## src/rtl/maze_pkg.sv

```systemverilog
// Shared types for the maze key-input path: key codes, move-FSM states and
// the helpers used for key arbitration and counter sizing.
package maze_pkg;

    typedef enum logic [1:0] {
        KEY_NONE  = 2'd0,
        KEY_UP    = 2'd1,
        KEY_DOWN  = 2'd2,
        KEY_RIGHT = 2'd3
    } key_e;

    typedef enum logic [1:0] {
        IDLE   = 2'd0,
        DELAY  = 2'd1,
        REPEAT = 2'd2
    } move_state_e;

    // Bit positions in the debounced-pressed vector.
    localparam int unsigned BIT_UP    = 0;
    localparam int unsigned BIT_DOWN  = 1;
    localparam int unsigned BIT_RIGHT = 2;

    typedef logic [2:0] key_vec_t;

    function automatic int unsigned cnt_width(input int unsigned limit);
        return (limit > 1) ? $clog2(limit) : 1;
    endfunction

    function automatic key_e arbitrate(input key_vec_t pressed);
        if (pressed[BIT_UP])    return KEY_UP;
        if (pressed[BIT_DOWN])  return KEY_DOWN;
        if (pressed[BIT_RIGHT]) return KEY_RIGHT;
        return KEY_NONE;
    endfunction

    function automatic logic is_pressed(input key_e key, input key_vec_t pressed);
        case (key)
            KEY_UP:    return pressed[BIT_UP];
            KEY_DOWN:  return pressed[BIT_DOWN];
            KEY_RIGHT: return pressed[BIT_RIGHT];
            default:   return 1'b0;
        endcase
    endfunction

endpackage

```

## src/rtl/key_move_ctrl_if.sv

```systemverilog
// Raw active-low key pads in, one-cycle move pulses and the held flag out.
interface key_move_ctrl_if;
    logic key_up_n;
    logic key_down_n;
    logic key_right_n;
    logic moveup;
    logic movedown;
    logic moveright;
    logic held;

    modport master (
        output key_up_n, key_down_n, key_right_n,
        input  moveup, movedown, moveright, held
    );

    modport slave (
        input  key_up_n, key_down_n, key_right_n,
        output moveup, movedown, moveright, held
    );
endinterface

```

## src/rtl/key_debounce.sv

```systemverilog
// One push-button: 2-flop synchronizer followed by a saturating debounce
// counter; pressed_o flips only after DEBOUNCE_CYCLES stable differing cycles.
module key_debounce
    import maze_pkg::*;
#(
    parameter int unsigned DEBOUNCE_CYCLES = 500000
) (
    input  logic clk,
    input  logic rst,
    input  logic key_n_i,
    output logic pressed_o
);
    localparam int unsigned   CW       = cnt_width(DEBOUNCE_CYCLES);
    localparam logic [CW-1:0] CNT_LAST = CW'(DEBOUNCE_CYCLES - 1);

    logic [1:0]    sync_q;
    logic          level_q, level_d;   // debounced, active-low like the pad
    logic [CW-1:0] cnt_q, cnt_d;

    // NOTE: non-blocking assignments here so every flop samples pre-edge values.
    always_ff @(posedge clk or posedge rst) begin
        if (rst) begin
            sync_q  <= 2'b11;
            level_q <= 1'b1;
            cnt_q   <= '0;
        end else begin
            sync_q  <= {sync_q[0], key_n_i};
            level_q <= level_d;
            cnt_q   <= cnt_d;
        end
    end

    // NOTE: defaults first, so no path through the block leaves a latch behind.
    always_comb begin
        level_d = level_q;
        cnt_d   = '0;
        if (sync_q[1] != level_q) begin
            if (cnt_q == CNT_LAST) level_d = sync_q[1];
            else                   cnt_d   = cnt_q + CW'(1);
        end
    end

    assign pressed_o = ~level_q;
endmodule

```

## src/rtl/key_move_ctrl.sv

```systemverilog
// Maze move controller: debounces three push-buttons, latches one key by
// priority and emits registered move pulses with optional auto-repeat.
module key_move_ctrl
    import maze_pkg::*;
#(
    parameter int unsigned DEBOUNCE_CYCLES = 500000,
    parameter int unsigned REPEAT_DELAY    = 25000000,
    parameter int unsigned REPEAT_PERIOD   = 10000000,
    parameter bit          REPEAT_EN       = 1'b1
) (
    input logic            clk,
    input logic            rst,
    key_move_ctrl_if.slave bus
);
    localparam int unsigned   TIMER_SPAN  = (REPEAT_DELAY > REPEAT_PERIOD) ? REPEAT_DELAY
                                                                          : REPEAT_PERIOD;
    localparam int unsigned   TW          = cnt_width(TIMER_SPAN);
    localparam logic [TW-1:0] DELAY_LAST  = TW'(REPEAT_DELAY - 1);
    localparam logic [TW-1:0] PERIOD_LAST = TW'(REPEAT_PERIOD - 1);

    key_vec_t      deb_pressed;
    key_vec_t      pressed_q;
    key_e          sel_key;
    logic          still_held;
    move_state_e   state_q, state_d;
    key_e          latched_q, latched_d;
    key_e          pulse_q, pulse_d;
    logic [TW-1:0] timer_q, timer_d;
    logic          moveup_q, movedown_q, moveright_q, held_q;

    key_debounce #(.DEBOUNCE_CYCLES(DEBOUNCE_CYCLES)) u_deb_up (
        .clk(clk), .rst(rst), .key_n_i(bus.key_up_n), .pressed_o(deb_pressed[BIT_UP])
    );
    key_debounce #(.DEBOUNCE_CYCLES(DEBOUNCE_CYCLES)) u_deb_down (
        .clk(clk), .rst(rst), .key_n_i(bus.key_down_n), .pressed_o(deb_pressed[BIT_DOWN])
    );
    key_debounce #(.DEBOUNCE_CYCLES(DEBOUNCE_CYCLES)) u_deb_right (
        .clk(clk), .rst(rst), .key_n_i(bus.key_right_n), .pressed_o(deb_pressed[BIT_RIGHT])
    );

    assign sel_key    = arbitrate(pressed_q);
    assign still_held = is_pressed(latched_q, pressed_q);

    // pressed_q, pulse_q and the output flops fix first-pulse latency at DEBOUNCE_CYCLES+4.
    always_ff @(posedge clk or posedge rst) begin
        if (rst) begin
            pressed_q   <= '0;
            state_q     <= IDLE;
            latched_q   <= KEY_NONE;
            pulse_q     <= KEY_NONE;
            timer_q     <= '0;
            moveup_q    <= 1'b0;
            movedown_q  <= 1'b0;
            moveright_q <= 1'b0;
            held_q      <= 1'b0;
        end else begin
            pressed_q   <= deb_pressed;
            state_q     <= state_d;
            latched_q   <= latched_d;
            pulse_q     <= pulse_d;
            timer_q     <= timer_d;
            moveup_q    <= (pulse_q == KEY_UP);
            movedown_q  <= (pulse_q == KEY_DOWN);
            moveright_q <= (pulse_q == KEY_RIGHT);
            held_q      <= (state_q != IDLE);
        end
    end

    always_comb begin
        state_d   = state_q;
        latched_d = latched_q;
        pulse_d   = KEY_NONE;
        timer_d   = timer_q;
        case (state_q)
            IDLE: begin
                if (sel_key != KEY_NONE) begin
                    latched_d = sel_key;
                    pulse_d   = sel_key;
                    timer_d   = '0;
                    state_d   = DELAY;
                end
            end
            DELAY: begin
                if (!still_held) begin
                    state_d   = IDLE;
                    latched_d = KEY_NONE;
                    timer_d   = '0;
                end else if (timer_q < DELAY_LAST) begin
                    timer_d = timer_q + TW'(1);
                end else if (REPEAT_EN) begin
                    pulse_d = latched_q;
                    timer_d = '0;
                    state_d = REPEAT;
                end
            end
            REPEAT: begin
                if (!still_held) begin
                    state_d   = IDLE;
                    latched_d = KEY_NONE;
                    timer_d   = '0;
                end else if (timer_q < PERIOD_LAST) begin
                    timer_d = timer_q + TW'(1);
                end else begin
                    pulse_d = latched_q;
                    timer_d = '0;
                end
            end
            default: begin
                state_d   = IDLE;
                latched_d = KEY_NONE;
                timer_d   = '0;
            end
        endcase
    end

    assign bus.moveup    = moveup_q;
    assign bus.movedown  = movedown_q;
    assign bus.moveright = moveright_q;
    assign bus.held      = held_q;
endmodule
```

## src/flat_wrapper.sv

```systemverilog
// flat-port wrapper written by rule: the top's interface ports become plain ports
module key_move_ctrl_flat import maze_pkg::*;
#(
    parameter int unsigned DEBOUNCE_CYCLES = 500000,
    parameter int unsigned REPEAT_DELAY    = 25000000,
    parameter int unsigned REPEAT_PERIOD   = 10000000,
    parameter bit          REPEAT_EN       = 1'b1
)
  (clk, rst, bus_key_up_n, bus_key_down_n, bus_key_right_n, bus_moveup, bus_movedown, bus_moveright, bus_held);
  key_move_ctrl_if bus_i ();
  input logic clk;
  input logic rst;
  input wire logic [$bits(bus_i.key_up_n)-1:0] bus_key_up_n;
  input wire logic [$bits(bus_i.key_down_n)-1:0] bus_key_down_n;
  input wire logic [$bits(bus_i.key_right_n)-1:0] bus_key_right_n;
  output wire logic [$bits(bus_i.moveup)-1:0] bus_moveup;
  output wire logic [$bits(bus_i.movedown)-1:0] bus_movedown;
  output wire logic [$bits(bus_i.moveright)-1:0] bus_moveright;
  output wire logic [$bits(bus_i.held)-1:0] bus_held;
  assign bus_i.key_up_n = bus_key_up_n;
  assign bus_i.key_down_n = bus_key_down_n;
  assign bus_i.key_right_n = bus_key_right_n;
  assign bus_moveup = bus_i.moveup;
  assign bus_movedown = bus_i.movedown;
  assign bus_moveright = bus_i.moveright;
  assign bus_held = bus_i.held;
  key_move_ctrl #(.DEBOUNCE_CYCLES(DEBOUNCE_CYCLES), .REPEAT_DELAY(REPEAT_DELAY), .REPEAT_PERIOD(REPEAT_PERIOD), .REPEAT_EN(REPEAT_EN)) u_core (.clk(clk), .rst(rst), .bus(bus_i));
endmodule
```

## config.mk

```make
export PLATFORM = sky130hd
export DESIGN_NAME = key_move_ctrl_flat
export DESIGN_NICKNAME = d
export VERILOG_FILES = /design/src/rtl/maze_pkg.sv /design/src/rtl/key_move_ctrl_if.sv /design/src/rtl/key_debounce.sv /design/src/rtl/key_move_ctrl.sv /design/src/flat_wrapper.sv
export SDC_FILE = /design/constraint.sdc
export NUM_CORES = 1
export LEC_CHECK = 0
export ABC_CLOCK_PERIOD_IN_PS = 2950
export BUFFER_PORTS_ARGS = -buffer_cell sky130_fd_sc_hd__buf_2
export CAP_MARGIN = 0
export CELL_PAD_IN_SITES_DETAIL_PLACEMENT = 0
export CELL_PAD_IN_SITES_GLOBAL_PLACEMENT = 1
export CORE_AREA = 2 2 85 149
export CTS_CLUSTER_DIAMETER = 200
export CTS_CLUSTER_SIZE = 14
export DETAILED_ROUTE_END_ITERATION = 16
export DIE_AREA = 0 0 87 151
export GPL_ROUTABILITY_DRIVEN = 0
export PLACE_DENSITY = 0.78
export SYNTH_ARGS = -nofsm -noshare
export SYNTH_HDL_FRONTEND = slang
export SYNTH_SLANG_ARGS = --single-unit
```

## constraint.sdc

```tcl
create_clock -name clk -period 2.95 [get_ports clk]
set_input_delay 0.4425 -clock clk [delete_from_list [all_inputs] [get_ports clk]]
set_output_delay 0.4425 -clock clk [all_outputs]
set_load 0.02 [all_outputs]
```

======== Word level (Yosys, flattened, before mapping) ========
Index checks and enable logic that the tools add are counted.
Widths: inputs -> output; s select.
storage, ports and cells
  word-level logic and storage cells ...... 92
  register bits ........................... 104
  input port bits ......................... 5
cells by class
  $add $sub $neg .......................... 4
  multiplexer cells ....................... 38
  equal/unequal tests ..................... 18
  order comparisons ....................... 2
  bitwise logic cells ..................... 3
  reduce and logical (&&, ||, !) cells .... 9
operator list
  operator               number
  $mux 25                5
  $mux 19                6
  $pmux 25 s3            1
  $add 19x1->19 const B  3
  $eq 19x19->1 const B   3
  $mux 2                 16
  $add 25x1->25 const B  1
  $lt 25x24->1 const B   1
  $lt 25x25->1 const B   1
  $pmux 2 s3             2
  $eq 2x2->1 const B     5
  $reduce_and 2->1       4
  $eq 2x1->1 const B     3
  $mux 1                 6
  $ne 2x2->1 const B     2
  $pmux 2 s2             1
  $reduce_bool 2->1      2
  $ne 1x1->1             3
  $ne 3x3->1 const B     1
  $not 1->1              3
  $pmux 1 s3             1
  $reduce_and 3->1       1
  $logic_not 2->1        1
  $ne 2x1->1 const B     1
  $reduce_or 2->1        1

======== Depth between registers and ports, before layout ========
  depth after elaboration ................. 10
  depth in mapped cells ................... 9

======== Hierarchy ========
A second synthesis with hierarchy kept.
unflattened totals
  cell total of the unflattened synthesis .. 557
  area total of the unflattened synthesis .. 5461.5 µm²
by module, submodules not included
  module         seq. area each (µm²)  times used  area each (µm²)  cells an instance
  key_debounce   554.3                 3           1098.6           104
  key_move_ctrl  950.9                 1           2165.8           245

======== Worst setup path after synthesis ========
OpenSTA, ideal clock, no wires.
  path kind ............................... register to register
  from .................................... reg u_core.state_q[0]
  to ...................................... reg u_core.timer_q[22]
  library setup time ...................... 0.144 ns
  stages on the path, launching flop included .. 10
  clock period less this slack ............ 2.109 ns
  data required time ...................... 2.806 ns
  arrival ................................. 1.965 ns
  path slack .............................. 0.841 ns
  path through ............................ dfrtp_1 -> inv_1 -> ha_1 -> or4b_2 -> clkbuf_1 -> nand3_1 -> nor4_1 -> nand4_1 -> xor2_1 -> a21oi_2
on the way
  longest elaborated chain between the ends .. 2
  elaborated cells on any way between the ends .. 5
ends and longest elaborated chain
  item                                       RTL line             RTL
  from (decl)                                key_move_ctrl.sv:25  move_state_e state_q, state_d;
  from (signal assigned)                     key_move_ctrl.sv:58  state_q <= state_d;
  $eq 2x2->1, or another cell as far along   key_move_ctrl.sv:74  case (state_q)
  $pmux 25 s3 or $ne 2x1->1 (tied branches)  -
  to (signal assigned)                       key_move_ctrl.sv:61  timer_q <= timer_d;
  to (decl)                                  key_move_ctrl.sv:28  logic [TW-1:0] timer_q, timer_d;
Parallel ways exist; a longest one is shown, timed or not.
A chain may end at the register's enable or synchronous reset.

======== Worst setup path after layout ========
  from .................................... reg u_core.timer_q[17]
  to ...................................... reg u_core.timer_q[22]
on the way
  longest elaborated chain between the ends .. 4
  elaborated cells on any way between the ends .. 8
ends and longest elaborated chain
  item                                         RTL line
  $add 25x1->25, or another cell as far along  key_move_ctrl.sv:89, key_move_ctrl.sv:102
  $mux 25, on equally long branches            key_move_ctrl.sv:101, key_move_ctrl.sv:88
  $mux 25, on equally long branches            key_move_ctrl.sv:97, key_move_ctrl.sv:84
  $pmux 25 s3 *                                key_move_ctrl.sv:74
Mark *: on every way between the ends. The rest lies on a longest branch, timed or not.

==> key figures <==
Timing
  – RSZ-0062 raised after global routing: no
  – Fmax: 384 MHz
  – Fin crit share: just under 90%
  – Slew @ Worst Pin: just under 0.7 ns
  – Tmin final: 2.60 ns
  – Max-slew headroom: 53.6%
  – Setup TNS: 0 ns
  – Clock Skews: 0.00949 ns
  – Final Hold Fails: 0
  – Max Slew Vio Count: 0
  – Final setup fails: 0

Clock tree
  – Worst skew pair latency: 0.34 ns
  – Root buffer cell: clkbuf_16
  – Clk pin slew, worst setup/hold paths: 0.07 ns
  – Post-CTS Setup Inserts: 0
  – Clk buf depth: 2
  – TritonCTS buffer count: 9
  – CTS tree: built
  – # clock sinks: 104
  – Post-CTS Resized: 0
  – Hold Buf Count CTS: 0
  – H-tree depth: 3

Critical path
  – CP delay by family, top: simple AND/OR/NAND/NOR gates
  – Critical path class: flip-flop to flip-flop
  – Critical path, cell by cell: or4_1 > nor3_2 > and4_1 > nor3_4 > nor2_4 > buf_4 > a21oi_2
  – Crit-path slowest cell: nor2_4
  – Buf+Inv Stages, Crit Path: 1
  – Worst Path Required: roughly 3.2 ns
  – Largest stage delay on the critical path: approximately 0.56 ns
  – Worst Path Arrival: roughly 2.8 ns
  – Critical Path Start Type: flip-flop
  – Critical path capture point type: flip-flop
  – CP max FO: 19

Route
  – DR top layer: met4
  – Iter 0 DRT Violations: 226
  – DRC: 0
  – Detail Route Antenna Nets: 0
  – Wl on met1: 4260 microns
  – Met2 Routed Length: between 5000 and 6000 microns
  – First-pass DRT Iterations: 4
  – Vias per std cell: 5.42
  – DR WL/cell: 14.5 microns
  – Routed wire length on met3: approximately 180 microns
  – Routed via count: 3803
  – Routed Wire Length: a little over 10000 microns

GRT
  – GRT Residual Overflow: 0
  – Vias in the first global route: 3826
  – Initial antenna violation count: 0
  – Tot GR Track Use: ~17%
  – Largest net degree at the start of global routing: 54
  – First-pass GRT wire length: 17600 microns

Floorplan
  – I/O pins: 9
  – Initial core utilization: between 40% and 50%
  – # rows: 53
  – Core Box Area: around 0.012 sq mm
  – Total die area: 0.0131 sq mm
  – Die Span Y: ~150 microns
  – Die W: roughly 87 microns

Status
  – Status: complete, no violations

Synthesis
  – Most frequent cell after synthesis: dfrtp_1
  – Netlist cell types: 46
  – Top post-synthesis cells by area: dfrtp_1 (45%), nor2_1 (6.3%), xor2_1 (5.5%)
  – Synth top area share: 45.0%
  – Commonest cells post-synth: dfrtp_1 (95), nor2_1 (88), nand2_1 (68)
  – Yosys warnings: 0
  – Cells after Synth: 554
  – Synth async-reset ratio: 100%
  – Ys flop type: dfrtp_1
  – Post-synth EDFFs: 0
  – Register bit count reported by yosys: 104
  – Synthesized area: 0.00528 sq mm
  – Syn Area/Cell: 9.54 sq um
  – Largest area contributor in the netlist: dfrtp_1
  – Post-synthesis sequential area ratio: 49.5%
  – Post-Synthesis Net Count: about 570

Layout
  – Filler instances: 1102
  – Share of layout cells above drive strength 1: about an eighth
  – Final instance area: around 0.0058 sq mm
  – Area Overhead vs Synth: 9.45%
  – Fin nets: 573
  – N_diodes: 0
  – Final Util: 48.7%

Pwr
  – Max IR drop VDD: ~0.00026 V
  – PwrDens: 487 mW/mm^2
  – Power Total: 2.81 mW
  – P_leak: 2.38 nW

Placed design
  – DP Area: 0.00546 sq mm
  – Post-DP HPWL: around 7000 microns
  – Buffers on Ports: 8

Flow run
  – Max capacitance violation total: 0

Worst hold path
  – Hold Crit Class: primary input to asynchronous set/reset pin
-- final timing paths --
check | from | end | slack, ns | cells after the start
setup / recovery | u_core.timer_q[17] | u_core.timer_q[22] | 0.35 | 7
hold / removal | rst | u_core.u_deb_up.cnt_q[1] | 0.18 | 2
setup reg to reg | u_core.timer_q[17] | u_core.timer_q[22] | 0.35 | 7
hold reg to reg | u_core.u_deb_down.sync_q[0] | u_core.u_deb_down.sync_q[1] | 0.36 | 0
max in group asynchronous | rst | u_core.u_deb_right.level_q | 2.05 | 3
min in group clk | bus_key_up_n | u_core.u_deb_up.sync_q[0] | 0.19 | 1
-- stage by stage --
stage          setup WS, ns  cells  hold slack (ns)
3_3_place_gp          0.416    686            0.346
3_5_place_dp          0.364    686            0.347
5_1_grt               0.177    702            0.177
2_1_floorplan         0.841    554            0.345
6_report              0.348    702            0.176
4_1_cts               0.318    702            0.176
-- state kept, by name, indices dropped and copies added (netlist names), 2 cells and up --
name,cells
u_core.u_deb_up.sync_q,2
u_core.u_deb_right.sync_q,2
u_core.u_deb_down.sync_q,2
u_core.latched_q,2
u_core.u_deb_down.cnt_q,19
u_core.u_deb_up.cnt_q,19
u_core.state_q,2
u_core.pressed_q,3
u_core.pulse_q,2
u_core.u_deb_right.cnt_q,19
u_core.timer_q,25
-- layer usage --
| metal | up-vias | track usage [%] |
|---|---|---|
| li1 | 1890 | - |
| met5 | - | 0 |
| met1 | 1856 | 19.5 |
| met4 | 0 | 7.27 |
| met3 | 17 | 2.67 |
| met2 | 40 | 30.4 |
-- cell usage in the layout (no fill, tap or decap), types with 2 or more instances in the layout --
master / instances
dfrtp_1: 95
nor2_1: 88
nand2_1: 68
xor2_1: 33
xnor2_1: 32
nand3_1: 31
nand4_1: 19
nor3_1: 17
inv_1: 16
o21ai_0: 14
nor4_1: 11
a21oi_2: 11
nor2b_1: 9
clkbuf_16: 9
dfstp_2: 9
and4_1: 8
o211ai_2: 8
ha_1: 8
buf_2: 8
or2_2: 7
and2_1: 6
a21oi_1: 5
buf_4: 5
o211ai_1: 4
nor3_2: 3
nand2b_1: 3
and3_1: 3
clkinvlp_4: 3
nor4bb_1: 2
o21a_1: 2
o31ai_1: 2
mux2i_1: 2
or4_1: 2
o22ai_1: 2
o21ai_1: 2
bufinv_16: 2
-- final cells by class --
cell class                      count  area, sq um  area share (%)
Multi-Input combinational cell    414         2510            43.4
Clock inverter                      6         92.6            1.60
Timing Repair Buffer               14         97.6            1.69
Inverter                           17         67.6            1.17
Clock buffer                       10          229            3.96
Sequential cell                   104         2610            45.2
Tap cell                          137          171            2.96
-- cell families (layout without fill, tap and decap cells) --
group	Yosys count	after routing	synth area share, %
AND/OR/NAND/NOR	283	283	26.2
flip-flops	104	104	49.5
XOR/XNOR	65	65	10.8
AO/OA/AOI/OAI	55	55	7.96
buffers and inverters	36	47	3.10
adder cells (fa/ha/maj)	8	8	1.89
multiplexers	3	3	0.592
-- report_power, final --
| part | switching (mW) | leakage [nW] | internal (mW) |
|---|---|---|---|
| combinational | 0.0498 | 0.872 | 0.0181 |
| clock | 0.543 | 0.149 | 0.749 |
| sequential | 0.0118 | 1.36 | 1.44 |
| total | 0.605 | 2.38 | 2.21 |
-- worst reg2reg max path, cell delays in order (launching register included) --
cell     delay, ns
dfrtp_1       0.44
or4_1         0.55
nor3_2        0.18
and4_1        0.30
nor3_4        0.12
nor2_4        0.56
buf_4         0.28
a21oi_2       0.07
(Power assumes the default switching activity.)
